**src/rtl/piso_bit_serializer_if.sv**
```systemverilog
// Load/serial bus for piso_bit_serializer.
// Build option: PARITY_EN. When it is defined, the block sends a parity bit after each word.
// Signals:
//   load_valid  upstream has a word on load_data
//   load_ready  block can accept a word this cycle (combinational)
//   load_data   WIDTH-bit word; sampled only on the accept edge
//   ser_out     registered serial bit
//   ser_valid   registered; high while ser_out carries a data or parity bit
//   done        registered; pulses while the final bit of a word is on ser_out
interface piso_bit_serializer_if #(
    parameter int unsigned WIDTH = 8
);
    logic             load_valid;
    logic             load_ready;
    logic [WIDTH-1:0] load_data;
    logic             ser_out;
    logic             ser_valid;
    logic             done;

    modport master (
        output load_valid, load_data,
        input  load_ready, ser_out, ser_valid, done
    );

    modport slave (
        input  load_valid, load_data,
        output load_ready, ser_out, ser_valid, done
    );
endinterface

```
**src/rtl/piso_bit_serializer.sv**
```systemverilog
// Parallel-in/serial-out stage. It accepts a WIDTH-bit word over valid/ready
// and shifts the word out one bit per clock. Back-to-back words leave no gap.
// Between words, ser_out is held at IDLE_BIT.
// Optional macro PARITY_EN: one even-parity bit follows each word.
// Ports: clk, rst (async active-low), bus (piso_bit_serializer_if.slave).
module piso_bit_serializer #(
    parameter int unsigned WIDTH     = 8,
    parameter bit          MSB_FIRST = 1'b1,
    parameter bit          IDLE_BIT  = 1'b1
) (
    input  logic                    clk,
    input  logic                    rst,
    piso_bit_serializer_if.slave    bus
);

    localparam int unsigned CW = (WIDTH > 1) ? $clog2(WIDTH) : 1;
    localparam logic [CW-1:0] LAST     = CW'(WIDTH - 1);
    localparam logic [CW-1:0] PRE_LAST = CW'(WIDTH - 2);

    typedef enum logic [1:0] {
        IDLE  = 2'd0,
`ifdef PARITY_EN
        PAR   = 2'd2,
`endif
        SHIFT = 2'd1
    } state_t;

    state_t           state_q, state_d;
    logic [CW-1:0]    cnt_q, cnt_d;
    logic [WIDTH-1:0] sh_q, sh_d;
    logic             ser_out_q, ser_out_d;
    logic             ser_valid_q, ser_valid_d;
    logic             done_q, done_d;
`ifdef PARITY_EN
    logic             par_q, par_d;
`endif
    logic             ready_c;
    logic             accept_c;

    assign bus.load_ready = ready_c;
    assign bus.ser_out    = ser_out_q;
    assign bus.ser_valid  = ser_valid_q;
    assign bus.done       = done_q;
    assign accept_c       = bus.load_valid & ready_c;

    // Ready is asserted in idle and on the final cycle of a word, so the next word can follow without a gap.
    always_comb begin
        ready_c = 1'b0;
        case (state_q)
            IDLE:    ready_c = 1'b1;
`ifdef PARITY_EN
            PAR:     ready_c = 1'b1;
            SHIFT:   ready_c = 1'b0;
`else
            SHIFT:   ready_c = (cnt_q == LAST);
`endif
            default: ready_c = 1'b0;
        endcase
    end

    // State register
    always_ff @(posedge clk or negedge rst) begin
        if (!rst) begin
            state_q     <= IDLE;
            cnt_q       <= '0;
            sh_q        <= '0;
            ser_out_q   <= IDLE_BIT;
            ser_valid_q <= 1'b0;
            done_q      <= 1'b0;
`ifdef PARITY_EN
            par_q       <= 1'b0;
`endif
        end else begin
            state_q     <= state_d;
            cnt_q       <= cnt_d;
            sh_q        <= sh_d;
            ser_out_q   <= ser_out_d;
            ser_valid_q <= ser_valid_d;
            done_q      <= done_d;
`ifdef PARITY_EN
            par_q       <= par_d;
`endif
        end
    end

    // Next-state and next-output logic. By default the stage goes idle.
    always_comb begin
        state_d     = state_q;
        cnt_d       = cnt_q;
        sh_d        = sh_q;
        ser_out_d   = IDLE_BIT;
        ser_valid_d = 1'b0;
        done_d      = 1'b0;
`ifdef PARITY_EN
        par_d       = par_q;
`endif
        if (accept_c) begin
            // The first bit goes out now. The rest of the word is held in sh, zero-filled.
            state_d     = SHIFT;
            cnt_d       = '0;
            ser_valid_d = 1'b1;
            if (MSB_FIRST) begin
                ser_out_d = bus.load_data[WIDTH-1];
                sh_d      = bus.load_data << 1;
            end else begin
                ser_out_d = bus.load_data[0];
                sh_d      = bus.load_data >> 1;
            end
`ifdef PARITY_EN
            par_d       = ^bus.load_data;
`endif
        end else begin
            case (state_q)
                SHIFT: begin
                    if (cnt_q != LAST) begin
                        cnt_d       = CW'(cnt_q + CW'(1));
                        ser_valid_d = 1'b1;
                        if (MSB_FIRST) begin
                            ser_out_d = sh_q[WIDTH-1];
                            sh_d      = sh_q << 1;
                        end else begin
                            ser_out_d = sh_q[0];
                            sh_d      = sh_q >> 1;
                        end
`ifndef PARITY_EN
                        done_d      = (cnt_q == PRE_LAST);
`endif
                    end else begin
`ifdef PARITY_EN
                        state_d     = PAR;
                        ser_out_d   = par_q;
                        ser_valid_d = 1'b1;
                        done_d      = 1'b1;
`else
                        state_d     = IDLE;
`endif
                        cnt_d       = '0;
                    end
                end
`ifdef PARITY_EN
                PAR:     state_d = IDLE;
`endif
                default: state_d = IDLE;
            endcase
        end
    end

endmodule

```
**src/flat_wrapper.sv**
```systemverilog
// flat-port wrapper written by rule: the top's interface ports become plain ports
module piso_bit_serializer_flat 
#(
    parameter int unsigned WIDTH     = 8,
    parameter bit          MSB_FIRST = 1'b1,
    parameter bit          IDLE_BIT  = 1'b1
)
  (clk, rst, bus_load_valid, bus_load_data, bus_load_ready, bus_ser_out, bus_ser_valid, bus_done);
  piso_bit_serializer_if #(.WIDTH(WIDTH)) bus_i ();
  input  logic clk;
  input  logic rst;
  input wire logic [$bits(bus_i.load_valid)-1:0] bus_load_valid;
  input wire logic [$bits(bus_i.load_data)-1:0] bus_load_data;
  output wire logic [$bits(bus_i.load_ready)-1:0] bus_load_ready;
  output wire logic [$bits(bus_i.ser_out)-1:0] bus_ser_out;
  output wire logic [$bits(bus_i.ser_valid)-1:0] bus_ser_valid;
  output wire logic [$bits(bus_i.done)-1:0] bus_done;
  assign bus_i.load_valid = bus_load_valid;
  assign bus_i.load_data = bus_load_data;
  assign bus_load_ready = bus_i.load_ready;
  assign bus_ser_out = bus_i.ser_out;
  assign bus_ser_valid = bus_i.ser_valid;
  assign bus_done = bus_i.done;
  piso_bit_serializer #(.WIDTH(WIDTH), .MSB_FIRST(MSB_FIRST), .IDLE_BIT(IDLE_BIT)) u_core (.clk(clk), .rst(rst), .bus(bus_i));
endmodule
```
**config.mk**
```make
export PLATFORM = sky130hd
export DESIGN_NAME = piso_bit_serializer_flat
export DESIGN_NICKNAME = d
export VERILOG_FILES = /design/src/rtl/piso_bit_serializer_if.sv /design/src/rtl/piso_bit_serializer.sv /design/src/flat_wrapper.sv
export SDC_FILE = /design/constraint.sdc
export NUM_CORES = 1
export LEC_CHECK = 0
export BUFFER_PORTS_ARGS = -buffer_cell sky130_fd_sc_hd__buf_4
export CORE_UTILIZATION = 49
export DETAILED_ROUTE_END_ITERATION = 8
export GPL_TIMING_DRIVEN = 0
export PLACE_DENSITY = 0.73
export SLEW_MARGIN = 30
export SYNTH_ARGS = -nofsm -noshare
export SYNTH_HDL_FRONTEND = slang
export SYNTH_SLANG_ARGS = --single-unit
```
**constraint.sdc**
```tcl
create_clock -name clk -period 2.6 [get_ports clk]
set_clock_uncertainty 0.1 [all_clocks]
set_input_delay 0.52 -clock clk [delete_from_list [all_inputs] [get_ports clk]]
set_output_delay 0.52 -clock clk [all_outputs]
set_load 0.03 [all_outputs]
```
# Yosys cells after proc, flatten, opt, wreduce, memory -nomap -nowiden
# Index checks and enable logic that the tools add are counted.
# op_classes
n_addsub,1
n_bitwise,1
n_mux,19
n_reduce_logical,4
eq_ne,5
# ops
op,count
$mux 8,3
$mux 1,9
$mux 3,3
$eq 3x3->1 const B,2
$mux 2,3
$reduce_bool 2->1,2
$add 3x1->3 const B,1
$ne 3x2->1 const B,1
$ne 3x3->1 const B,1
$eq 2x1->1 const B,1
$logic_not 2->1,1
$pmux 1 s2,1
$reduce_and 2->1,1
$and 1x1->1,1
# word_totals
input_bits,11
out_inout_bits,4
regBits,16
wordCells,36

# Longest topological paths before layout
# depth
ltp_word,5
ltp_mapped,5
mapped_depth_nobuf,5

# Worst setup path after synthesis
# Ideal clock, no wire load.
# synth_path
kind,flip-flop to output port
from,register u_core.cnt_q[0]
to,output port bus_load_ready
path_buffers,0
stages_incl_launch_ff,5
arrival_ns,1.081
path_slack_ns,0.899
cell_sequence,dfrtp_1 ha_1 ha_1 nor2b_4 inv_2
# synth_via
elab_chain_cells,2
# synth_lines
item,line_no,text
from (decl),piso_bit_serializer.sv:29,"logic [CW-1:0] cnt_q, cnt_d;"
from (signal assigned),piso_bit_serializer.sv:75,cnt_q <= cnt_d;
$eq 3x3->1,piso_bit_serializer.sv:55,SHIFT: ready_c = (cnt_q == LAST);
$pmux 1 s2,piso_bit_serializer.sv:49,case (state_q)
to (decl),flat_wrapper.sv:14,output wire logic [$bits(bus_i.load_ready)-1:0] bus_load_ready;
# Every way passes these cells.

# Worst setup path after layout
# Ends and elaborated chain as after synthesis.

==> impl_metrics.env <==
export IMPL_drcViolationCount=0
export IMPL_cts_tree="done"
export IMPL_busiest_layer="met2"
export IMPL_internal_power_mw=0.605
export IMPL_syn_instance_count=46
export IMPL_die_width_um=39.3
export IMPL_fillers=106
export IMPL_grt_pass1_wl_mm=1.64
export IMPL_fmax_mhz=447
export IMPL_drt_iter0_drc=0
export IMPL_maxCapViolations=0
export IMPL_yosysWarnings=0
export IMPL_synth_mux_area_fraction_pct=28.9
export IMPL_synth_avg_cell_area_sq_um=14.9
export IMPL_yosys_top_cells_area="dfrtp_1 48%, mux2_4 18%, mux2_2 9.9%"
export IMPL_overflow=0
export IMPL_num_vias=414
export IMPL_drv_slew=0
export IMPL_multiInputGateArea_sq_um=313
export IMPL_end_kind="output pin"
export IMPL_use_met2_pct=29.6
export IMPL_cp_top_family="adder cells"
export IMPL_synthToLayoutAreaGrowth_pct=24.9
export IMPL_drive_above_1_share_pct=58.5
export IMPL_powerDensity_mw_per_mm2=1050
export IMPL_fin_total_pwr_mw=0.894
export IMPL_dp_final_hpwl_um=817
export IMPL_synth_adder_area_share_pct=5.49
export IMPL_grt_start_max_net_pins=15
export IMPL_grt_total_usage_pct=16.8
export IMPL_vias_per_cell=5.18
export IMPL_rsz0062_at_grt="false"
export IMPL_synthSimpleGateAreaFrac_pct=8.61
export IMPL_switching_share_pct=32.3
export IMPL_synthXorXnorAreaFrac_pct=0
export IMPL_layout_min_cycle_time_ns=2.24
export IMPL_synth_top_family_by_area="multiplexers"
export IMPL_yosys_area_top_type_share_pct=47.6
export IMPL_ys_ff_latch=14
export IMPL_avgRoutedWirePerCell_um=13.6
export IMPL_antenna_found_initial=0
export IMPL_crit_slowest_cell="dfrtp_1"
export IMPL_path_cells="ha_1, ha_1, nor2b_4, inv_2, buf_4"
export IMPL_pwr_share_comb_pct=43.3
export IMPL_start_util_pct=52.5
export IMPL_finalSetupTns_ns=0
export IMPL_slew_headroom_pct=83.5
export IMPL_cts_root_buf="clkbuf_4"
export IMPL_synth_top_cell_by_area="dfrtp_1"
export IMPL_layout_common_cells="14 x buf_4, 13 x dfrtp_1, 8 x mux2_4, 6 x mux2_2"
export IMPL_grt_pass1_vias=402
export IMPL_drtPass1Iterations=1
export IMPL_critPathKind="reg -> out"
export IMPL_antennaDiodeCount=0
export IMPL_post_dp_cell_area_sq_um=807
export IMPL_met1_usage_pct=18.2
export IMPL_min_path_type="in -> reg"
export IMPL_clockBufferDepth=2
export IMPL_p_switching_mw=0.289
export IMPL_syn_nets=60
export IMPL_critical_path_buf_inv_count=2
export IMPL_tightest_slew_ns=0.247
export IMPL_path_common_cell="ha_1"
export IMPL_cts_sinks=14
export IMPL_ys_types=17
export IMPL_synth_compound_gate_area_share_pct=2.75
export IMPL_antenna_left=0
export IMPL_status="finished clean"
export IMPL_use_met3_pct=3.41
export IMPL_pwr_share_seq_pct=39.5
export IMPL_ir_worst_vdd_v=0.000466
export IMPL_fin_cells=80
export IMPL_post_cts_setup_buffers=0
export IMPL_cts_buffers=3
export IMPL_worstPathRequired_ns=1.98
export IMPL_clk_pin_slew_ns=0.08
export IMPL_leakage_nw=0.440
export IMPL_gp_congestion=0.677
export IMPL_cp_slowest_stage_delay_ns=0.41
export IMPL_finalHoldViolCount=0
export IMPL_ios=15
export IMPL_core_area_sq_mm=0.00130
export IMPL_nets=80
export IMPL_syn_area_sq_um=683
export IMPL_die_area_sq_mm=0.00155
export IMPL_crit_arrival_ns=1.62
export IMPL_finalCritPeriodShare_pct=86.0
export IMPL_critPathMaxFanout=10
export IMPL_dpl_cell_count=75
export IMPL_start_kind="register"
export IMPL_final_common_cell="buf_4"
export IMPL_design_area_sq_um=853
export IMPL_wl_mm=1.08
export IMPL_pwr_share_clk_pct=17.2
export IMPL_clk_latency_ns=0.28
export IMPL_dieHeight_um=39.3
export IMPL_h_tree_depth=1
export IMPL_setup_viol=0
export IMPL_regArea_sq_um=352
export IMPL_io_buffers=14
export IMPL_synth_seq_area_share_pct=51.5
export IMPL_rows=13
[layer usage]
metal / routed length (um) / part of all wire (%) / vias to the layer above
met5: 0 / 0 / -
met4: 19 / 1.8 / 0
met3: 55 / 5.1 / 4
met2: 573 / 53 / 12
met1: 436 / 40 / 199
li1: - / - / 199
[worst reg2reg max path, cell delays in order, from the launching register on]
cell     delay (ns)
dfrtp_1        0.41
ha_1           0.21
ha_1           0.23
nor2b_4        0.16
inv_2          0.13
mux2_4         0.33
[registers in the layout, indices dropped and copies added (netlist names)]
signal	flops
u_core.state_q	1
u_core.cnt_q	3
u_core.bus.ser_out	1
u_core.bus.ser_valid	1
u_core.sh_q	7
u_core.bus.done	1
[power groups by stage]
| stage | Combinational [mW] | Sequential, mW | Clock [mW] |
|---|---|---|---|
| floorplan | 0.266 | 0.378 | 0 |
| global placement | 0.377 | 0.353 | 0 |
| detailed placement | 0.390 | 0.358 | 0 |
| CTS | 0.394 | 0.353 | 0.157 |
| global route | 0.419 | 0.365 | 0.161 |
| finish | 0.387 | 0.353 | 0.154 |
[final timing paths]
kind,start,end,slack (ns),cells after the start
max in group asynchronous,rst,u_core.bus.ser_out,1.65,2
setup reg to reg,u_core.cnt_q[0],u_core.sh_q[6],0.92,5
hold / removal,bus_load_data[0],u_core.sh_q[1],0.40,3
min in group asynchronous,rst,u_core.sh_q[7],0.52,2
setup / recovery,u_core.cnt_q[0],bus_load_ready,0.36,5
hold reg to reg,u_core.sh_q[7],u_core.bus.ser_out,0.42,1
[per-stage QoR]
step	worst slack, ns	utilization (%)	hold WS, ns
final	0.364	65.6	0.397
after global routing	0.288	65.6	0.429
after CTS	0.346	65.6	0.396
after detailed placement	0.650	62.0	0.277
after global placement	0.657	62.0	0.277
after floorplan	0.899	-	0.124
[final cells by class]
class                      count  area share (%)
timing repair buffer          15            13.5
inverter                       2           0.880
clock buffer                   4            4.25
tap                           15            2.20
buffer                         1            1.32
multi-input combinational     29            36.7
sequential                    14            41.2
[Yosys cell counts, drive strengths merged]
| library cell | n |
|---|---|
| a22o | 1 |
| a32o | 1 |
| and3 | 1 |
| buf | 1 |
| dfrtp | 13 |
| dfstp | 1 |
| ha | 3 |
| inv | 2 |
| mux2 | 14 |
| mux2i | 1 |
| nand2 | 1 |
| nand2b | 3 |
| nor2 | 3 |
| nor2b | 1 |
[kinds of logic after synthesis]
group           count (synthesis)
flops                          14
compound gates                  2
fa+ha+maj                       3
buf+inv                         3
simple gates                    9
mux                            15
[repair_timing]
item | in CTS | in global routing
gates resized for setup | 0 | 0
hold buffers | 1 | 0
hold endpoints to repair | 13 | 0
Power figures use the tool's default switching activity.
